==> src/rtl/ems_page_mapper.sv <==
`default_nettype none
// ============================================================================
//  Module      : ems_page_mapper
//  Description : EMS page-register controller. Four 16KB page mappings plus
//                a control register, written over XT I/O through a 2-entry
//                write queue that drains only between memory cycles. Decodes
//                the CPU address into one-hot frame-page selects and 7-bit
//                page numbers for the SDRAM stage.
//  Revision    : 1.0  initial release
// ============================================================================
module ems_page_mapper #(
    parameter logic [9:0] IO_BASE = 10'h260
) (
    input  logic        clock,
    input  logic        reset_n,
    input  logic [19:0] address,
    input  logic [7:0]  internal_data_bus,
    input  logic        io_read_n,
    input  logic        io_write_n,
    input  logic        memory_read_n,
    input  logic        memory_write_n,
    output logic [7:0]  data_bus_out,
    output logic        io_select_n,
    output logic [6:0]  map_ems [0:3],
    output logic        ems_b1,
    output logic        ems_b2,
    output logic        ems_b3,
    output logic        ems_b4,
    output logic        ems_enable
);

    localparam logic [2:0] c_CTRL_INDEX = 3'd4;

    // Committed register state
    logic [7:0]  r_page [0:3];
    logic        r_enable;
    logic        r_overflow;
    logic [1:0]  r_frame_sel;

    // Write queue: {index[2:0], data[7:0]} per entry
    logic [10:0] r_fifo [0:1];
    logic        r_wr_ptr;
    logic        r_rd_ptr;
    logic [1:0]  r_count;

    // Strobe edge detection and control-read tracking
    logic        r_prev_wr_n;
    logic        r_prev_rd_n;
    logic        r_ctrl_rd_latched;

    // I/O window decode: wrap-around subtraction bounds the index to 0..4
    logic [9:0]  w_offset;
    logic        w_hit;
    logic [2:0]  w_index;
    assign w_offset = address[9:0] - IO_BASE;
    assign w_hit    = (w_offset < 10'd5);
    assign w_index  = w_offset[2:0];

    logic        w_strobe;
    logic        w_mem_idle;
    logic        w_pop;
    logic        w_full;
    logic        w_push;
    logic        w_drop;
    logic        w_rd_rise;
    logic [10:0] w_head;
    assign w_strobe   = r_prev_wr_n & ~io_write_n & w_hit;
    assign w_mem_idle = memory_read_n & memory_write_n;
    assign w_pop      = (r_count != 2'd0) & w_mem_idle;
    assign w_full     = (r_count == 2'd2);
    // A pop on the same edge frees the slot, so a full queue still accepts
    assign w_push     = w_strobe & (~w_full | w_pop);
    assign w_drop     = w_strobe & w_full & ~w_pop;
    assign w_rd_rise  = ~r_prev_rd_n & io_read_n;
    assign w_head     = r_fifo[r_rd_ptr];

    // Readback source selection from committed state only
    logic [7:0]  w_reg_val;
    always_comb begin
        w_reg_val = 8'h00;
        case (w_index)
            3'd0:        w_reg_val = r_page[0];
            3'd1:        w_reg_val = r_page[1];
            3'd2:        w_reg_val = r_page[2];
            3'd3:        w_reg_val = r_page[3];
            c_CTRL_INDEX: w_reg_val = {r_enable, r_overflow, 4'b0000, r_frame_sel};
            default:     w_reg_val = 8'h00;
        endcase
    end

    // Write queue storage, pointers and occupancy
    always_ff @(posedge clock or negedge reset_n) begin
        if (!reset_n) begin
            r_fifo[0] <= 11'd0;
            r_fifo[1] <= 11'd0;
            r_wr_ptr  <= 1'b0;
            r_rd_ptr  <= 1'b0;
            r_count   <= 2'd0;
        end else begin
            if (w_push) begin
                r_fifo[r_wr_ptr] <= {w_index, internal_data_bus};
                r_wr_ptr         <= ~r_wr_ptr;
            end
            if (w_pop) begin
                r_rd_ptr <= ~r_rd_ptr;
            end
            case ({w_push, w_pop})
                2'b10:   r_count <= r_count + 2'd1;
                2'b01:   r_count <= r_count - 2'd1;
                default: r_count <= r_count;
            endcase
        end
    end

    // Commit queue head into the page/control registers; sticky overflow
    always_ff @(posedge clock or negedge reset_n) begin
        if (!reset_n) begin
            r_page[0]   <= 8'h00;
            r_page[1]   <= 8'h00;
            r_page[2]   <= 8'h00;
            r_page[3]   <= 8'h00;
            r_enable    <= 1'b0;
            r_frame_sel <= 2'b00;
            r_overflow  <= 1'b0;
        end else begin
            if (w_pop) begin
                if (w_head[10:8] == c_CTRL_INDEX) begin
                    // Bit 6 is the overflow flag and is not software-writable
                    r_enable    <= w_head[7];
                    r_frame_sel <= w_head[1:0];
                end else if (w_head[10] == 1'b0) begin
                    r_page[w_head[9:8]] <= w_head[7:0];
                end
            end
            // A drop on the clearing edge wins
            if (w_drop) begin
                r_overflow <= 1'b1;
            end else if (r_ctrl_rd_latched && w_rd_rise) begin
                r_overflow <= 1'b0;
            end
        end
    end

    // Strobe history, control-read latch and registered readback
    always_ff @(posedge clock or negedge reset_n) begin
        if (!reset_n) begin
            r_prev_wr_n       <= 1'b1;
            r_prev_rd_n       <= 1'b1;
            r_ctrl_rd_latched <= 1'b0;
            data_bus_out      <= 8'h00;
        end else begin
            r_prev_wr_n <= io_write_n;
            r_prev_rd_n <= io_read_n;
            if (w_hit && !io_read_n && (w_index == c_CTRL_INDEX)) begin
                r_ctrl_rd_latched <= 1'b1;
            end else if (w_rd_rise) begin
                r_ctrl_rd_latched <= 1'b0;
            end
            data_bus_out <= (w_hit && !io_read_n) ? w_reg_val : 8'h00;
        end
    end

    assign io_select_n = ~(w_hit & ~io_read_n);
    assign ems_enable  = r_enable;

    // Page numbers exported regardless of their valid bit
    generate
        for (genvar gi = 0; gi < 4; gi++) begin : g_map
            assign map_ems[gi] = r_page[gi][6:0];
        end
    endgenerate

    // Frame decode: the selected 64KB segment split into four 16KB pages
    logic       w_seg;
    logic       w_frame_on;
    logic [1:0] w_n;
    assign w_seg      = (address[19:16] == {2'b11, r_frame_sel});
    assign w_frame_on = r_enable & (r_frame_sel != 2'b11) & w_seg;
    assign w_n        = address[15:14];
    assign ems_b1     = w_frame_on & (w_n == 2'd0) & r_page[0][7];
    assign ems_b2     = w_frame_on & (w_n == 2'd1) & r_page[1][7];
    assign ems_b3     = w_frame_on & (w_n == 2'd2) & r_page[2][7];
    assign ems_b4     = w_frame_on & (w_n == 2'd3) & r_page[3][7];

    // Address bits 13:10 play no part in either decode
    logic w_unused_addr;
    assign w_unused_addr = ^address[13:10];

endmodule
`default_nettype wire

==> config.mk <==
export PLATFORM = sky130hd
export DESIGN_NAME = ems_page_mapper
export DESIGN_NICKNAME = d
export VERILOG_FILES = /design/src/rtl/ems_page_mapper.sv
export SDC_FILE = /design/constraint.sdc
export NUM_CORES = 1
export LEC_CHECK = 0
export ABC_CLOCK_PERIOD_IN_PS = 2500
export BUFFER_PORTS_ARGS = -buffer_cell sky130_fd_sc_hd__buf_4
export CORE_MARGIN = 2
export CORE_UTILIZATION = 39
export DETAILED_ROUTE_END_ITERATION = 8
export GPL_TIMING_DRIVEN = 0
export HOLD_SLACK_MARGIN = 0.03
export PLACE_DENSITY = 0.59
export SLEW_MARGIN = 15
export SYNTH_ARGS = -nofsm -noshare
export SYNTH_HDL_FRONTEND = slang
export SYNTH_SLANG_ARGS = --single-unit
==> constraint.sdc <==
create_clock -name clock -period 2.5 [get_ports clock]
set_input_delay 0.125 -clock clock [delete_from_list [all_inputs] [get_ports clock]]
set_output_delay 0.125 -clock clock [all_outputs]
set_load 0.02 [all_outputs]
# Word-level counts from Yosys, hierarchy flattened
# Index checks and enable logic that the tools add are counted.
[classes] n_addsub=3 n_mul=0 n_div=0 magnitude_cmp=6 n_eq_ne=13 shifts=0 mux=16 bitwise=33 n_reduce_logical=14
[op_table] op="$mux 11" n=4
[op_table] op="$pmux 8 s5" n=1
[op_table] op="$bwmux 32" n=1
[op_table] op="$bwmux 22" n=1
[op_table] op="$and 1x1->1" n=19
[op_table] op="$demux 8 s2" n=1
[op_table] op="$mux 8" n=2
[op_table] op="$demux 11 s1" n=1
[op_table] op="$lt 10x3->1 const B" n=1
[op_table] op="$not 1->1" n=10
[op_table] op="$sub 10x10->10 const B" n=1
[op_table] op="$eq 2x2->1 const B" n=4
[op_table] op="$reduce_bool 2->1" n=4
[op_table] op="$eq 3x2->1 const B" n=2
[op_table] op="$eq 3x3->1 const B" n=2
[op_table] op="$logic_and 1x1->1" n=5
[op_table] op="$eq 2x1->1 const B" n=2
[op_table] op="$eq 4x4->1" n=1
[op_table] op="$ge 2x2->1 const B" n=2
[op_table] op="$mux 1" n=4
[op_table] op="$not 1->2" n=2
[op_table] op="$pmux 2 s2" n=1
[op_table] op="$eq 3x1->1 const B" n=1
[op_table] op="$ge 3x3->1 const B" n=1
[op_table] op="12 further kinds" n=12
[word_totals] regBits=73 latch_bits=0 ram_bits=0 romBits=0 out_inout_bits=42 n_memories=0

# Logic depth before layout (Yosys ltp)
[depth] ltp_word=10 ltp_mapped=7 mapped_depth_nobuf=5

# Least setup slack after synthesis
# Ideal clock, no wire load.
[synth_path] path_kind="input to register" from="input address[5]" to="register r_fifo[13] (netlist bit)" setup_ns=0.125 t_arrival_ns=1.812 t_required_ns=2.375 setup_slack_ns=0.563 stages=7 path_buffers=2 cell_sequence="ha_1 -> or3_1 -> nor4b_2 -> buf_4 -> nand4b_4 -> buf_6 -> mux2_4"
[synth_between] elab_chain_len=4
[synth_lines] item="start, declared" line_no="16" rtl="input logic [19:0] address,"
[synth_lines] item="$sub 10x10->10" line_no="55" rtl="assign w_offset = address[9:0] - IO_BASE;"
[synth_lines] item="$lt 10x3->1" line_no="56" rtl="assign w_hit = (w_offset < 10'd5);"
[synth_lines] item="$and 1x1->1" line_no="67" rtl="assign w_strobe = r_prev_wr_n & ~io_write_n & w_hit;"
[synth_lines] item="$and 1x1->1" line_no="72" rtl="assign w_push = w_strobe & (~w_full | w_pop);"
[synth_lines] item="end signal, assigned by index" line_no="101" rtl="r_fifo[r_wr_ptr] <= {w_index, internal_data_bus};"
[synth_lines] item="end, declared" line_no="41" rtl="logic [10:0] r_fifo [0:1];"
# Every way passes these cells.
# A chain may end at the register's enable or synchronous reset.

# Final worst setup path
[layout_path] from="input address[5]" to="output io_select_n"
[layout_between] elab_chain_len=4
[layout_lines] item="$sub 10x10->10" line_no="55"
[layout_lines] item="$lt 10x3->1" line_no="56"
[layout_lines] item="$and 1x1->1" line_no="163" rtl="assign io_select_n = ~(w_hit & ~io_read_n);"
[layout_lines] item="$not 1->1" line_no="163"
[layout_lines] item="end, declared" line_no="23" rtl="output logic io_select_n,"
# Every way passes these cells.

==> results.toml <==
[run_status]
status = "complete, no violations"

[timing]
clock.fmax_ghz = 0.456
hold_viol_final = 0
maxSlewViolCount = 0
finalCritPeriodShare_pct = 87.7
worst_slew_pin_slew_ps = 933
setup_viol_count_final = 0
min_period_ps = 2190
grt_setup_unrepaired = "false"
tns_ps = 0
slew_headroom_pct = 37.8
clock_skew_ps = 9.66

[global_route]
antenna_found_initial = 0
grt_pass1_vias = 2423
grt_overflow = 0
grt_max_degree = 74
grt_first_pass_wirelength_microns = 13100
grt_util_all_layers_pct = 17.3

[critical_path]
crit_type = "primary input to output port"
end_kind = "output port"
start_kind = "primary input"
cp_data_required_time_ps = 2380
r2r_setup_slack_ps = 320
crit_arrival_ps = 2070
path_max_fanout = 10

[clock_network]
cts_setup_buffers = 0
cts.sinks = 73
ctsResizeCount = 0
path_clk_slew_ps = 80
cts_buffer_depth = 2
htree_levels = 3
cts_hold_buf = 11
clk_latency_ps = 350
cts_tree = "done"
cts_inserted_buffers = 9
cts.root.buffer_cell = "clkbuf_8"

[floorplan]
die-height_microns = 99.9
initial_core_util_pct = 39.6
dieWidth_microns = 99.9
die_area_sq_mm = 0.00999
rows = 35
ios = 76
core_sq_mm = 0.00906

[placement]
postPlaceCellArea_sq_mm = 0.00426
hpwl_microns = 5630
globalplace.congestion = 0.724
dpl.cell_count = 447
port_buffers = 71

[finish]
diodes = 0
layoutNonFillerInstCount = 474
register_area_sq_mm = 0.00183
multi_input_area_sq_mm = 0.00149
syn_to_final_growth_pct = 27.4
nets = 393
design_area_sq_mm = 0.00457
fillers = 814
drive_gt1_share_pct = 54.3

[power_and_ir_drop]
p_int_uw = 1760
comb_power_share_pct = 8.2
seq_power_share_pct = 51.5
p_leak_uw = 0.00233
p_switching_uw = 586
clockPowerShare_pct = 40.2
peakVddDrop_mv = 0.222
p_per_area_mw_per_mm2 = 513
sw_frac_of_total_pct = 25.0

[route]
drc = 0
wl_microns = 8040
vias = 2353
wl_per_cell_microns = 17.0
drt_iter0_drc = 90
dr.pass1.iters = 4
ant_nets = 0
routed_via_density = 4.96

[synth]
synthTopCellsByArea = "dfrtp_1 (49%), mux2_2 (17%), buf_4 (6.5%)"
yosysWarnings = 0
avgSynthCellArea_sq_um = 13.5
synth-edff-count = 0
synth-seq-area-share_pct = 51.0
synthCells = 265
synth_nets = 300
yosys.area.top_type = "dfrtp_1"
synth_area_sq_mm = 0.00359
ys.flop_type = "dfrtp_1"
yosysUniqueCellTypes = 46
ys_ff_latch = 73
async_reset_ff_share_pct = 100
synth_top_cell_area_share_pct = 49.5

[hold_path]
min_path_type = "primary input to flip-flop"

[run]
drv_cap = 0
[registers in the layout, summed over array words and instances, names as in the netlist]
signal and cells:
r_prev_wr_n 1, r_prev_rd_n 1, r_fifo 22, ems_enable 1, r_overflow 1, map_ems 28, r_wr_ptr 1, r_frame_sel 2
r_count 2, r_page 4, r_rd_ptr 1, r_ctrl_rd_latched 1, data_bus_out 8
[cell type report]
cell class,instances,share of cell area (%)
timing repair buffer,82,14.1
buffer,36,5.66
multi-input combinational,153,32.6
inverter,3,0.246
sequential,73,40.0
clock buffer,9,2.71
tap,111,3.04
clock inverter,7,1.70
[layer usage]
layer / wire [microns] / up-vias / GRT usage, %
li1: - / 1132 / -
met1: 3820 / 1152 / 24.6
met2: 3800 / 58 / 27.0
met3: 279 / 11 / 2.58
met4: 130 / 0 / 6.53
met5: 0 / - / 0
[stage by stage]
stage	setup WS (ps)	total power (uW)	hold WS (ps)	utilization, %
finish	308	2350	183	50.4
global route	180	2450	193	50.4
global placement	299	1410	256	47.0
floorplan	563	1320	-171	-
detailed placement	261	1420	259	47.0
CTS	267	2380	168	50.4
[logic make-up (layout without fill, tap and decap cells)]
kind of cell    count (synthesis)  in the layout  share of synthesized area [%]
mux                            76             76                           26.2
flops                          73             73                           51.0
simple gates                   49             49                           9.66
buf+inv                        39            137                           7.53
compound gates                 24             24                           4.60
xor+xnor                        3              3                          0.732
fa+ha+maj                       1              1                          0.348
[worst paths after layout]
path                                from           to  cells after the start
hold / removal             memory_read_n     r_rd_ptr                      3
setup reg to reg                r_rd_ptr   map_ems[7]                      4
hold reg to reg                r_fifo[1]    r_fifo[1]                      1
max in group asynchronous        reset_n   r_fifo[10]                      2
setup / recovery              address[5]  io_select_n                      7
min in group asynchronous        reset_n   r_count[1]                      2
[critical path, stage by stage]
cell and delay (ps):
buf_4 110, ha_1 270, or3_1 400, nor4b_2 350, buf_4 230, nand2_1 300
buf_4 280
[synthesized netlist by cell type (4+ instances only)]
library cell	n
mux4_2	5
buf_4	31
nor3_1	7
nor3b_1	5
mux2_1	4
dfrtp_1	71
a22oi_1	5
a21oi_1	8
nand2_1	5
nand2b_1	4
nor2_1	6
mux2i_1	5
mux2_4	9
mux2_2	53
[cells in the final DEF, fill, tap and decap left out, types with 2 or more instances in the layout]
cell type / n
o21ai_0: 3
clkbuf_1: 2
dfstp_2: 2
nor4bb_1: 2
nand2b_1: 4
nand2_1: 5
inv_1: 3
clkbuf_8: 9
buf_1: 2
a21oi_1: 8
dlygate4sd3_1: 11
nor2_1: 6
dfrtp_1: 71
nor2_2: 2
mux4_2: 5
nand3_1: 2
mux2_4: 9
nor3_1: 7
mux2_2: 53
xor2_1: 2
buf_4: 102
or2_2: 2
and4_1: 3
mux2_1: 4
and4b_1: 2
nor3b_1: 5
inv_6: 2
a22oi_1: 5
clkinv_4: 2
mux2i_1: 5
[power groups by stage]
stage	logic [uW]	clock network (uW)	registers (uW)
3_5_place_dp	184	0	1230
5_1_grt	214	1020	1210
2_1_floorplan	90.1	0	1230
4_1_cts	197	969	1210
6_report	193	944	1210
3_3_place_gp	180	0	1230
Power figures use the tool's default switching activity.
